File: config.mk
export PLATFORM = sky130hd
export DESIGN_NAME = ks_pluck_sequencer
export DESIGN_NICKNAME = d
export VERILOG_FILES = /design/src/rtl/ks_pkg.sv /design/src/rtl/ks_step_ram.sv /design/src/rtl/ks_pluck_sequencer.sv
export SDC_FILE = /design/constraint.sdc
export NUM_CORES = 1
export LEC_CHECK = 0
export BUFFER_PORTS_ARGS = -buffer_cell sky130_fd_sc_hd__buf_2
export CAP_MARGIN = 20
export CORE_ASPECT_RATIO = 0.75
export CORE_UTILIZATION = 40
export CTS_CLUSTER_SIZE = 8
export DETAILED_ROUTE_END_ITERATION = 8
export PLACE_DENSITY_LB_ADDON = 0.12
export SYNTH_ARGS = -nofsm -noshare
export SYNTH_HDL_FRONTEND = slang
export SYNTH_HIERARCHICAL = 1
export SYNTH_SLANG_ARGS = --single-unit
export TNS_END_PERCENT = 100
File: constraint.sdc
create_clock -name clk_i -period 3.2 [get_ports clk_i]
set_input_delay 0.32 -clock clk_i [delete_from_list [all_inputs] [get_ports clk_i]]
set_output_delay 0.32 -clock clk_i [all_outputs]
set_load 0.1 [all_outputs]
File: src/rtl/ks_pkg.sv
// Shared encodings for the Karplus-Strong pluck sequencer: FSM states,
// step-table field positions and default tick constants.
package ks_pkg;

  localparam int STEP_W     = 8;
  localparam int ADDR_W     = 3;

  localparam int REST_BIT   = 7;
  localparam int ACCENT_BIT = 6;
  localparam int RSVD_MSB   = 5;
  localparam int RSVD_LSB   = 4;
  localparam int PERIOD_MSB = 3;
  localparam int PERIOD_LSB = 0;

  localparam int DEF_SETTLE_TICKS = 2;
  localparam int DEF_PLUCK_TICKS  = 4;

  typedef enum logic [2:0] {
    IDLE,
    LOAD,
    SETTLE,
    PLUCK,
    HOLD
  } ksState_t;

  // Wraps to 0 at or past the loop end, so a lowered loop end takes effect at once.
  function automatic logic [ADDR_W-1:0] nextStep(input logic [ADDR_W-1:0] cur,
                                                 input logic [ADDR_W-1:0] last);
    return (cur >= last) ? '0 : cur + ADDR_W'(1);
  endfunction

endpackage

File: src/rtl/ks_step_ram.sv
// Step table: register file with one synchronous write port and one
// asynchronous read port, cleared by reset.
module ks_step_ram
  import ks_pkg::*;
#(
  parameter int NUM_STEPS = 8
) (
  input  logic              clk_i,
  input  logic              rst_i,
  input  logic              we_i,
  input  logic [ADDR_W-1:0] waddr_i,
  input  logic [STEP_W-1:0] wdata_i,
  input  logic [ADDR_W-1:0] raddr_i,
  output logic [STEP_W-1:0] rdata_o
);

  logic [STEP_W-1:0] mem_q [NUM_STEPS];

  always_ff @(posedge clk_i) begin
    if (rst_i) begin
      for (int i = 0; i < NUM_STEPS; i++) begin
        mem_q[i] <= '0;
      end
    end else if (we_i) begin
      mem_q[waddr_i] <= wdata_i;
    end
  end

  assign rdata_o = mem_q[raddr_i];

endmodule

File: src/rtl/ks_pluck_sequencer.sv
// Step sequencer driving a Karplus-Strong string: loads a period per step,
// waits a settle time, plucks, then holds until the tempo count expires.
module ks_pluck_sequencer
  import ks_pkg::*;
#(
  parameter int NUM_STEPS    = 8,
  parameter int PERIOD_W     = 4,
  parameter int TEMPO_W      = 16,
  parameter int SETTLE_TICKS = DEF_SETTLE_TICKS,
  parameter int PLUCK_TICKS  = DEF_PLUCK_TICKS
) (
  input  logic                clk_i,
  input  logic                rst_i,
  input  logic                tick_i,
  input  logic                run_i,
  input  logic                step_we_i,
  input  logic [ADDR_W-1:0]   step_addr_i,
  input  logic [STEP_W-1:0]   step_data_i,
  input  logic [TEMPO_W-1:0]  tempo_i,
  input  logic [ADDR_W-1:0]   loop_last_i,
  output logic                pluck_o,
  output logic [PERIOD_W-1:0] period_o,
  output logic                accent_o,
  output logic [ADDR_W-1:0]   step_o,
  output logic                busy_o
);

  localparam logic [TEMPO_W-1:0] SETTLE_END = TEMPO_W'(SETTLE_TICKS);
  localparam logic [TEMPO_W-1:0] PLUCK_END  = TEMPO_W'(SETTLE_TICKS + PLUCK_TICKS);

  ksState_t            state_q, state_d;
  logic [TEMPO_W-1:0]  tempoCnt_q, tempoCnt_d;
  logic [ADDR_W-1:0]   stepIdx_q, stepIdx_d;
  logic [PERIOD_W-1:0] period_q, period_d;
  logic                accent_q, accent_d;
  logic                rest_q, rest_d;

  logic [STEP_W-1:0]   entry;
  logic [TEMPO_W-1:0]  cntInc;
  logic [TEMPO_W-1:0]  stepLen;
  logic                unusedRsvd;

  ks_step_ram #(
    .NUM_STEPS (NUM_STEPS)
  ) u_step_ram (
    .clk_i   (clk_i),
    .rst_i   (rst_i),
    .we_i    (step_we_i),
    .waddr_i (step_addr_i),
    .wdata_i (step_data_i),
    .raddr_i (stepIdx_q),
    .rdata_o (entry)
  );

  assign unusedRsvd = ^entry[RSVD_MSB:RSVD_LSB];
  assign cntInc     = tempoCnt_q + TEMPO_W'(1);
  // A step can never be shorter than settle plus pluck, so tempo 0 means "as fast as possible".
  assign stepLen    = (tempo_i > PLUCK_END) ? tempo_i : PLUCK_END;

  always_comb begin
    state_d    = state_q;
    tempoCnt_d = tempoCnt_q;
    stepIdx_d  = stepIdx_q;
    period_d   = period_q;
    accent_d   = accent_q;
    rest_d     = rest_q;
    if (state_q != IDLE && !run_i) begin
      state_d    = IDLE;
      stepIdx_d  = '0;
      tempoCnt_d = '0;
    end else begin
      case (state_q)
        IDLE: begin
          if (run_i) state_d = LOAD;
        end
        LOAD: begin
          rest_d = entry[REST_BIT];
          if (!entry[REST_BIT]) begin
            period_d = PERIOD_W'(entry[PERIOD_MSB:PERIOD_LSB]);
            accent_d = entry[ACCENT_BIT];
          end
          tempoCnt_d = '0;
          state_d    = SETTLE;
        end
        SETTLE: begin
          if (tick_i) begin
            tempoCnt_d = cntInc;
            if (cntInc >= SETTLE_END) state_d = rest_q ? HOLD : PLUCK;
          end
        end
        PLUCK: begin
          if (tick_i) begin
            tempoCnt_d = cntInc;
            if (cntInc >= PLUCK_END) state_d = HOLD;
          end
        end
        HOLD: begin
          if (tempoCnt_q >= stepLen) begin
            stepIdx_d = nextStep(stepIdx_q, loop_last_i);
            state_d   = LOAD;
          end else if (tick_i) begin
            tempoCnt_d = cntInc;
          end
        end
        default: state_d = IDLE;
      endcase
    end
  end

  always_ff @(posedge clk_i) begin
    if (rst_i) begin
      state_q    <= IDLE;
      tempoCnt_q <= '0;
      stepIdx_q  <= '0;
      period_q   <= '0;
      accent_q   <= 1'b0;
      rest_q     <= 1'b0;
    end else begin
      state_q    <= state_d;
      tempoCnt_q <= tempoCnt_d;
      stepIdx_q  <= stepIdx_d;
      period_q   <= period_d;
      accent_q   <= accent_d;
      rest_q     <= rest_d;
    end
  end

  assign pluck_o  = (state_q == PLUCK);
  assign busy_o   = (state_q != IDLE);
  assign period_o = period_q;
  assign accent_o = accent_q;
  assign step_o   = stepIdx_q;

endmodule

# Word level (Yosys, flattened, before mapping)
# Memories as Yosys holds them, arrays and structs flattened. A register that Yosys moved wholly into a read port is not among the register bits.
# Index checks and enable logic that the tools add are counted.
# W data, S select, Z words.
[classes]
n_addsub = 2
magnitude_cmp = 5
eq_ne = 11
mux = 23
n_bitwise = 2
n_reduce_logical = 13
[op_table]
columns = ["operator", "count"]
rows = [
  ["$mux W16", 3],
  ["$pmux W16 S3", 1],
  ["$mux W3", 11],
  ["$add A16 B1 Y16 const B", 1],
  ["$ge A16 B16 Y1", 1],
  ["$ge A16 B2 Y1 const B", 1],
  ["$ge A16 B3 Y1 const B", 1],
  ["$gt A16 B3 Y1 const B", 1],
  ["$pmux W3 S5", 1],
  ["$ne A2 B2 Y1 const B", 6],
  ["$mux W8", 1],
  ["$reduce_or A8 Y1", 1],
  ["$eq A3 B2 Y1 const B", 2],
  ["$mux W1", 6],
  ["$reduce_and A2 Y1", 3],
  ["$reduce_and A6 Y1", 1],
  ["$reduce_bool A3 Y1", 2],
  ["$reduce_or A2 Y1", 2],
  ["$add A3 B1 Y3 const B", 1],
  ["$eq A3 B1 Y1 const B", 1],
  ["$eq A3 B3 Y1 const B", 1],
  ["$ge A3 B3 Y1", 1],
  ["$logic_not A3 Y1", 1],
  ["$reduce_and A3 Y1", 1],
  ["other kinds (4)", 5],
]
[totals]
reg_bits = 28
ramBits = 64
output_inout_bits = 10
n_memories = 1
[mem_list]
columns = ["name", "depth", "width", "rd", "rd_clocked_by_memory_dff", "wr", "line_no", "rtl"]
rows = [
  ["u_step_ram.mem_q", 8, 8, 1, 1, 8, "ks_step_ram.sv:17", "logic [STEP_W-1:0] mem_q [NUM_STEPS];"],
]

# Logic depth before layout (Yosys ltp)
# Gate-level depths: netlist of the first run.
[logic_depth]
word_depth = 6
mapped_depth = 15
mapped_depth_nobuf = 14

# Modules after synthesis
# Netlist of the first run, hierarchy kept.
[by_module_without_submodules]
columns = ["module", "n_inst", "cells_each", "area_each_um2", "seq_area_each_um2"]
rows = [
  ["ks_step_ram", 1, 193, 2979.1, 1921.8],
  ["ks_pluck_sequencer", 1, 291, 2294.7, 560.5],
]

# Worst setup path before layout of the first run
# No wires, ideal clock.
[synth_path]
path_kind = "flip-flop to flip-flop"
from = "register, netlist name step_o[0]"
to = "register accent_q, in the netlist accent_o"
setup_ps = 124
t_arrival_ps = 2800
required_ps = 3076
path_slack_ps = 276
stages_incl_launch_ff = 9
synth_period_minus_slack_ps = 2924
path_cell_list = "dfxtp_1 -> buf_6 -> buf_12 -> mux4_1 -> mux2_2 -> nor2b_1 -> clkbuf_1 -> mux2i_1 -> nor2_1"
[synth_rtl]
columns = ["item", "line_no", "rtl"]
rows = [
  ["to (signal assigned)", "ks_pluck_sequencer.sv:123", "accent_q <= accent_d;"],
  ["to (decl)", "ks_pluck_sequencer.sv:35", "logic accent_q, accent_d;"],
]

# Worst setup path in the final report of the first run
[layout_path]
from = "input port tempo_i[7]"
to = "register tempoCnt_q[5]"
[layout_via]
elab_chain_cells = 5
[layout_lines]
columns = ["item", "line_no", "rtl"]
rows = [
  ["from (decl)", "ks_pluck_sequencer.sv:19", "input logic [TEMPO_W-1:0] tempo_i,"],
  ["$gt A16 B3 Y1", "ks_pluck_sequencer.sv:58", "assign stepLen = (tempo_i > PLUCK_END) ? tempo_i : PLUCK_END;"],
  ["$mux W16 (*)", "ks_pluck_sequencer.sv:58", ""],
  ["$ge A16 B16 Y1 (*)", "ks_pluck_sequencer.sv:98", "if (tempoCnt_q >= stepLen) begin"],
  ["$ne A2 B2 Y1 (no line) (*)", "n/a", ""],
  ["$reduce_and A2 Y1 (no line) (*)", "n/a", ""],
  ["to (signal assigned)", "ks_pluck_sequencer.sv:120", "tempoCnt_q <= tempoCnt_d;"],
  ["to (decl)", "ks_pluck_sequencer.sv:32", "logic [TEMPO_W-1:0] tempoCnt_q, tempoCnt_d;"],
]
# Mark *: on every way between the ends. The rest lies on a longest branch, timed or not.
# A chain may end at the register's enable or synchronous reset.

==> results of run 1 <==
==> layout by cell type, fill, tap and decap left out, drive strengths merged, types with 3 or more instances in the layout <==
master   count
buf         60
nor3        55
edfxtp      48
dfxtp       28
nor2        27
nand2       26
inv         23
ha          22
o21ai       19
a21oi       13
mux4        12
mux2i       10
nand4       10
a32o        10
clkinv      10
clkbuf       9
o21bai       8
and3         7
nor4         7
nand3        7
nor3b        6
mux2         6
or3          5
nor2b        5
nand2b       5
o22ai        4
or2          4
a21o         3
xnor2        3
o2111ai      3
a31oi        3
==> area by class of cell <==
type                            count  area (µm²)
Sequential cell                    76        2000
Multi-Input combinational cell    302        2280
Clock inverter                      7        91.3
Tap cell                          140         175
Fill cell                        1041        5790
Timing Repair Buffer               60         358
Clock buffer                        9         225
Inverter                           29         109
==> metal layers <==
layer | part of all wire | vias up | wire length, µm
li1 | - | 1730 | -
met1 | 0.54 | 1744 | 6000
met4 | 0.0097 | 0 | 108
met2 | 0.41 | 70 | 4580
met5 | 0 | - | 0
met3 | 0.044 | 12 | 486
==> final timing paths <==
| check | end | slack, ps | depth (start not counted) |
|---|---|---|---|
| max | tempoCnt_q[5] | 230 | 16 |
| min reg2reg | period_o[0] | 490 | 2 |
| max reg2reg | state_q[0] | 580 | 8 |
| min | period_o[1] | 390 | 3 |
==> flip-flops by register name (all words and copies together) (netlist names) <==
signal	flops
period_o	4
tempoCnt_q	16
rest_q	1
step_o	3
state_q	3
u_step_ram/mem_q	48
accent_o	1
==> worst max-delay path: stages <==
cell	delay, ps
buf_2	100
inv_1	70
nand4_1	120
nor4_2	290
nand4_1	220
a31oi_2	250
nor2_1	70
ha_1	270
o211ai_1	170
a21oi_1	80
o41ai_2	300
a31oi_2	160
o22ai_4	210
buf_12	160
o21ai_0	90
a32o_1	300
==> power breakdown <==
group          total [mW]  internal, mW  switching, mW
clock network        1.07         0.679          0.390
registers            1.15          1.10         0.0464
logic               0.680         0.226          0.454
total                2.89          2.00          0.890
==> impl_metrics.json, run 1 <==
{
  "grt-ovfl-total": 0,
  "period_share": 0.928,
  "port-buffer-count": 42,
  "cts_sinks": 76,
  "synth_area_um2": 4580,
  "syn2layout_area_growth_pct": 14.4,
  "dp.final_hpwl_um": 8170,
  "criticalPathCategory": "in2reg",
  "dp.cells": 607,
  "relSlewSlack": 0.341,
  "hold_class": "in2reg",
  "first_iter_violations": 238,
  "vdd_drop_max_mv": 0.218,
  "cts.repair.resized": 0,
  "cts_buffer_depth": 2,
  "grt_max_degree": 29,
  "final_area_um2": 5240,
  "num_antenna_cells": 0,
  "initial_core_util": 0.415,
  "reg2reg_from": "tempoCnt_q[1]",
  "wirelength_um": 11200,
  "die_y_um": 94.7,
  "hp-start": "rst_i",
  "slew_violations": 0,
  "total_leakage_power_nw": 1.97,
  "finalHoldViolCount": 0,
  "use_met3": 0.0448,
  "cts_buffers": 9,
  "root_buffer": "clkbuf_16",
  "yosysWarnings": 6,
  "crit_start": "tempo_i[7]",
  "syn_nets": 501,
  "drc": 2,
  "ant_nets": 0,
  "drt_first_pass_iters": 7,
  "antenna_found_initial": 0,
  "whs_ps": 391,
  "max_freq_mhz": 337,
  "wl_per_cell_um": 17.9,
  "worst_pin_slew_ps": 988,
  "powerDensity_nw_per_um2": 552,
  "clk_latency_ps": 330,
  "grt_setup_unrepaired": "no",
  "fp.coreArea_um2": 11000,
  "arrival_ps": 3200,
  "finalPower_mw": 2.89,
  "cts_tree": "built",
  "first_global_vias": 3278,
  "pre_cts_ws_ps": -159,
  "grt_usage": 0.200,
  "status": "finished with violations",
  "dr_total_vias": 3556,
  "synth_cells": 444,
  "busiest_layer": "met1",
  "syn_area_per_cell_um2": 10.3,
  "worstPathMaxFanout": 16,
  "cp-start-kind": "input port",
  "io_pins": 45,
  "holdBufCountCts": 0,
  "finalSetupViolations": 0,
  "met2_usage": 0.278,
  "ctsHtreeMaxLevel": 3,
  "die_x_um": 126,
  "die_area_um2": 11900,
  "rows": 33,
  "period_minus_slack_ps": 2970,
  "detailed_place.area_um2": 4910,
  "critPathRequiredTime_ps": 3430,
  "max-cap-violations": 0,
  "clk_pin_slew_ps": 60,
  "postCtsSetupBuffers": 0,
  "vias_per_cell": 5.71,
  "use_met1": 0.305,
  "end_kind": "flop",
  "nets": 535,
  "fin_cells": 623,
  "violations": "DRC",
  "post-route-util": 0.475,
  "drive_gt1_frac": 0.207,
  "finalWeightedCongestion": 0.844,
  "skew_ps": 5.34,
  "tns_ps": 0,
  "worst_slack_ps": 231,
  "grt_pass1_wl_um": 17800
}
No activity file was read; power rests on OpenSTA's default activity.
==> run 2, diff against run 1 <==
--- a/config.mk
+++ b/config.mk
@@ -11,7 +11,7 @@
 export CORE_UTILIZATION = 40
 export CTS_CLUSTER_SIZE = 8
 export DETAILED_ROUTE_END_ITERATION = 8
-export PLACE_DENSITY_LB_ADDON = 0.12
+export PLACE_DENSITY_LB_ADDON = 0.3
 export SYNTH_ARGS = -nofsm -noshare
 export SYNTH_HDL_FRONTEND = slang
 export SYNTH_HIERARCHICAL = 1
==> impl_metrics.json, run 2 (synthesis results as in run 1) <==
{
  "finalPower_mw": 2.87,
  "r2r_end": "tempoCnt_q[6]",
  "worst_pin_slew_ps": 937,
  "use_met1": 0.281,
  "drive_gt1_frac": 0.212,
  "port-buffer-count": 42,
  "vias_per_cell": 5.74,
  "die_area_um2": 11900,
  "clk_latency_ps": 330,
  "drt_first_pass_iters": 7,
  "final_area_um2": 5280,
  "detailed_place.area_um2": 4970,
  "ant_nets": 0,
  "die_y_um": 94.7,
  "largest-register": "u_step_ram/mem_q",
  "critPathRequiredTime_ps": 3420,
  "dp.final_hpwl_um": 7890,
  "mostFrequentLayoutCells": "nor3_1, edfxtp_1, buf_2",
  "skew_ps": 7.65,
  "cts_buffers": 9,
  "criticalPathCategory": "in2reg",
  "finalHoldViolCount": 0,
  "max-cap-violations": 0,
  "io_pins": 45,
  "relSlewSlack": 0.375,
  "antenna_found_initial": 0,
  "largest_reg_flops": 48,
  "rows": 33,
  "period_minus_slack_ps": 2970,
  "grt-ovfl-total": 0,
  "die_x_um": 126,
  "wl_per_cell_um": 17.2,
  "cts_buffer_depth": 2,
  "period_share": 0.929,
  "num_antenna_cells": 0,
  "status": "finished with violations",
  "met2_usage": 0.286,
  "hold_class": "in2reg",
  "whs_path_depth": 3,
  "initial_core_util": 0.415,
  "grt_pass1_wl_um": 17800,
  "reg2reg_from": "tempoCnt_q[13]",
  "vdd_drop_max_mv": 0.312,
  "drc": 2,
  "first_global_vias": 3435,
  "grt_usage": 0.193,
  "powerDensity_nw_per_um2": 542,
  "fp.coreArea_um2": 11000,
  "grt_max_degree": 29,
  "finalSetupViolations": 0,
  "cts_tree": "built",
  "root_buffer": "clkbuf_16",
  "grt_setup_unrepaired": "yes",
  "ctsHtreeMaxLevel": 3,
  "syn2layout_area_growth_pct": 15.4,
  "clk_pin_slew_ps": 60,
  "hold_end": "period_o[3]",
  "use_met3": 0.0504,
  "end_kind": "flop",
  "final_common_cell": "nor3_1",
  "holdBufCountCts": 0,
  "first_iter_violations": 202,
  "r2r_slack_ps": 570,
  "wirelength_um": 10900,
  "cts_sinks": 76,
  "busiest_layer": "met2",
  "ff2ff_path_depth": 10,
  "hp-start": "rst_i",
  "slew_violations": 0,
  "dr_total_vias": 3619,
  "worstPathMaxFanout": 9,
  "nets": 542,
  "max_freq_mhz": 336,
  "total_leakage_power_nw": 1.99,
  "cp-start-kind": "input port",
  "arrival_ps": 3200,
  "finalWeightedCongestion": 0.840,
  "violations": "DRC"
}
-- run 2: cell count changes in the layout (fill, tap and decap cells not counted) --
cell / delta
buf_4: +6
clkbuf_1: +3
clkinv_2: -3
buf_12: +1
bufinv_16: -1
clkbuf_8: +1
-- run 2: worst max path at each step --
stage	startpoint	slack [ps]	to	depth (start not counted)
2_1_floorplan	step_o[0]	300	accent_o	8
3_3_place_gp	tempo_i[14]	-110	tempoCnt_q[6]	17
3_5_place_dp	tempo_i[15]	-240	tempoCnt_q[6]	15
4_1_cts	tempo_i[7]	100	tempoCnt_q[6]	17
5_1_grt	tempo_i[14]	-20	tempoCnt_q[7]	16
6_report	tempo_i[15]	230	tempoCnt_q[6]	15
-- run 2: area by class of cell --
class / instances / area, µm²
fillers: 1012 / 5740
multi-input cells: 302 / 2280
flip-flops and latches: 76 / 2000
repair buffers: 67 / 423
clock buffers: 13 / 250
well taps: 140 / 175
inverters: 29 / 109
clock inverters: 3 / 46.3
-- run 2: where the power goes --
group / internal [mW] / total, mW / switching (mW)
registers: 1.10 / 1.14 / 0.0446
clock network: 0.627 / 1.01 / 0.386
logic: 0.257 / 0.709 / 0.452
total: 1.98 / 2.87 / 0.882
-- run 2: stage by stage --
stage          TNS (ps)  std cells  hold WS [ps]   util  setup slack [ps]
5_1_grt           -62.6        630           425  0.479             -21.2
6_report              0        630           409  0.479               226
3_5_place_dp      -2710        613           489  0.451              -237
2_1_floorplan         0        444           478      -               298
3_3_place_gp       -877        613           471  0.451              -109
4_1_cts               0        629           394  0.477               104
-- run 2: metal layers --
| metal | vias to the layer above | wire length [µm] |
|---|---|---|
| met1 | 1749 | 5460 |
| met4 | 0 | 78 |
| met5 | - | 0 |
| li1 | 1750 | - |
| met2 | 108 | 4610 |
| met3 | 12 | 702 |
-- run 2: repair_timing --
| action | 4_1_cts | 5_1_grt |
|---|---|---|
| gates resized for setup | 0 | 2 |
| buffers inserted | 0 | 1 |
| setup endpoints to repair | 0 | 16 |
-- run 2: worst max-delay path: stages --
cell and delay [ps]:
buf_2 110, nor4_1 370, nand4_1 230, a31oi_2 240
nor2_1 70, ha_1 270, o211ai_1 170, a21oi_1 80
o41ai_2 300, a31oi_2 180, o22ai_4 280, buf_12 160
buf_4 110, nand2_1 40, a32o_1 250
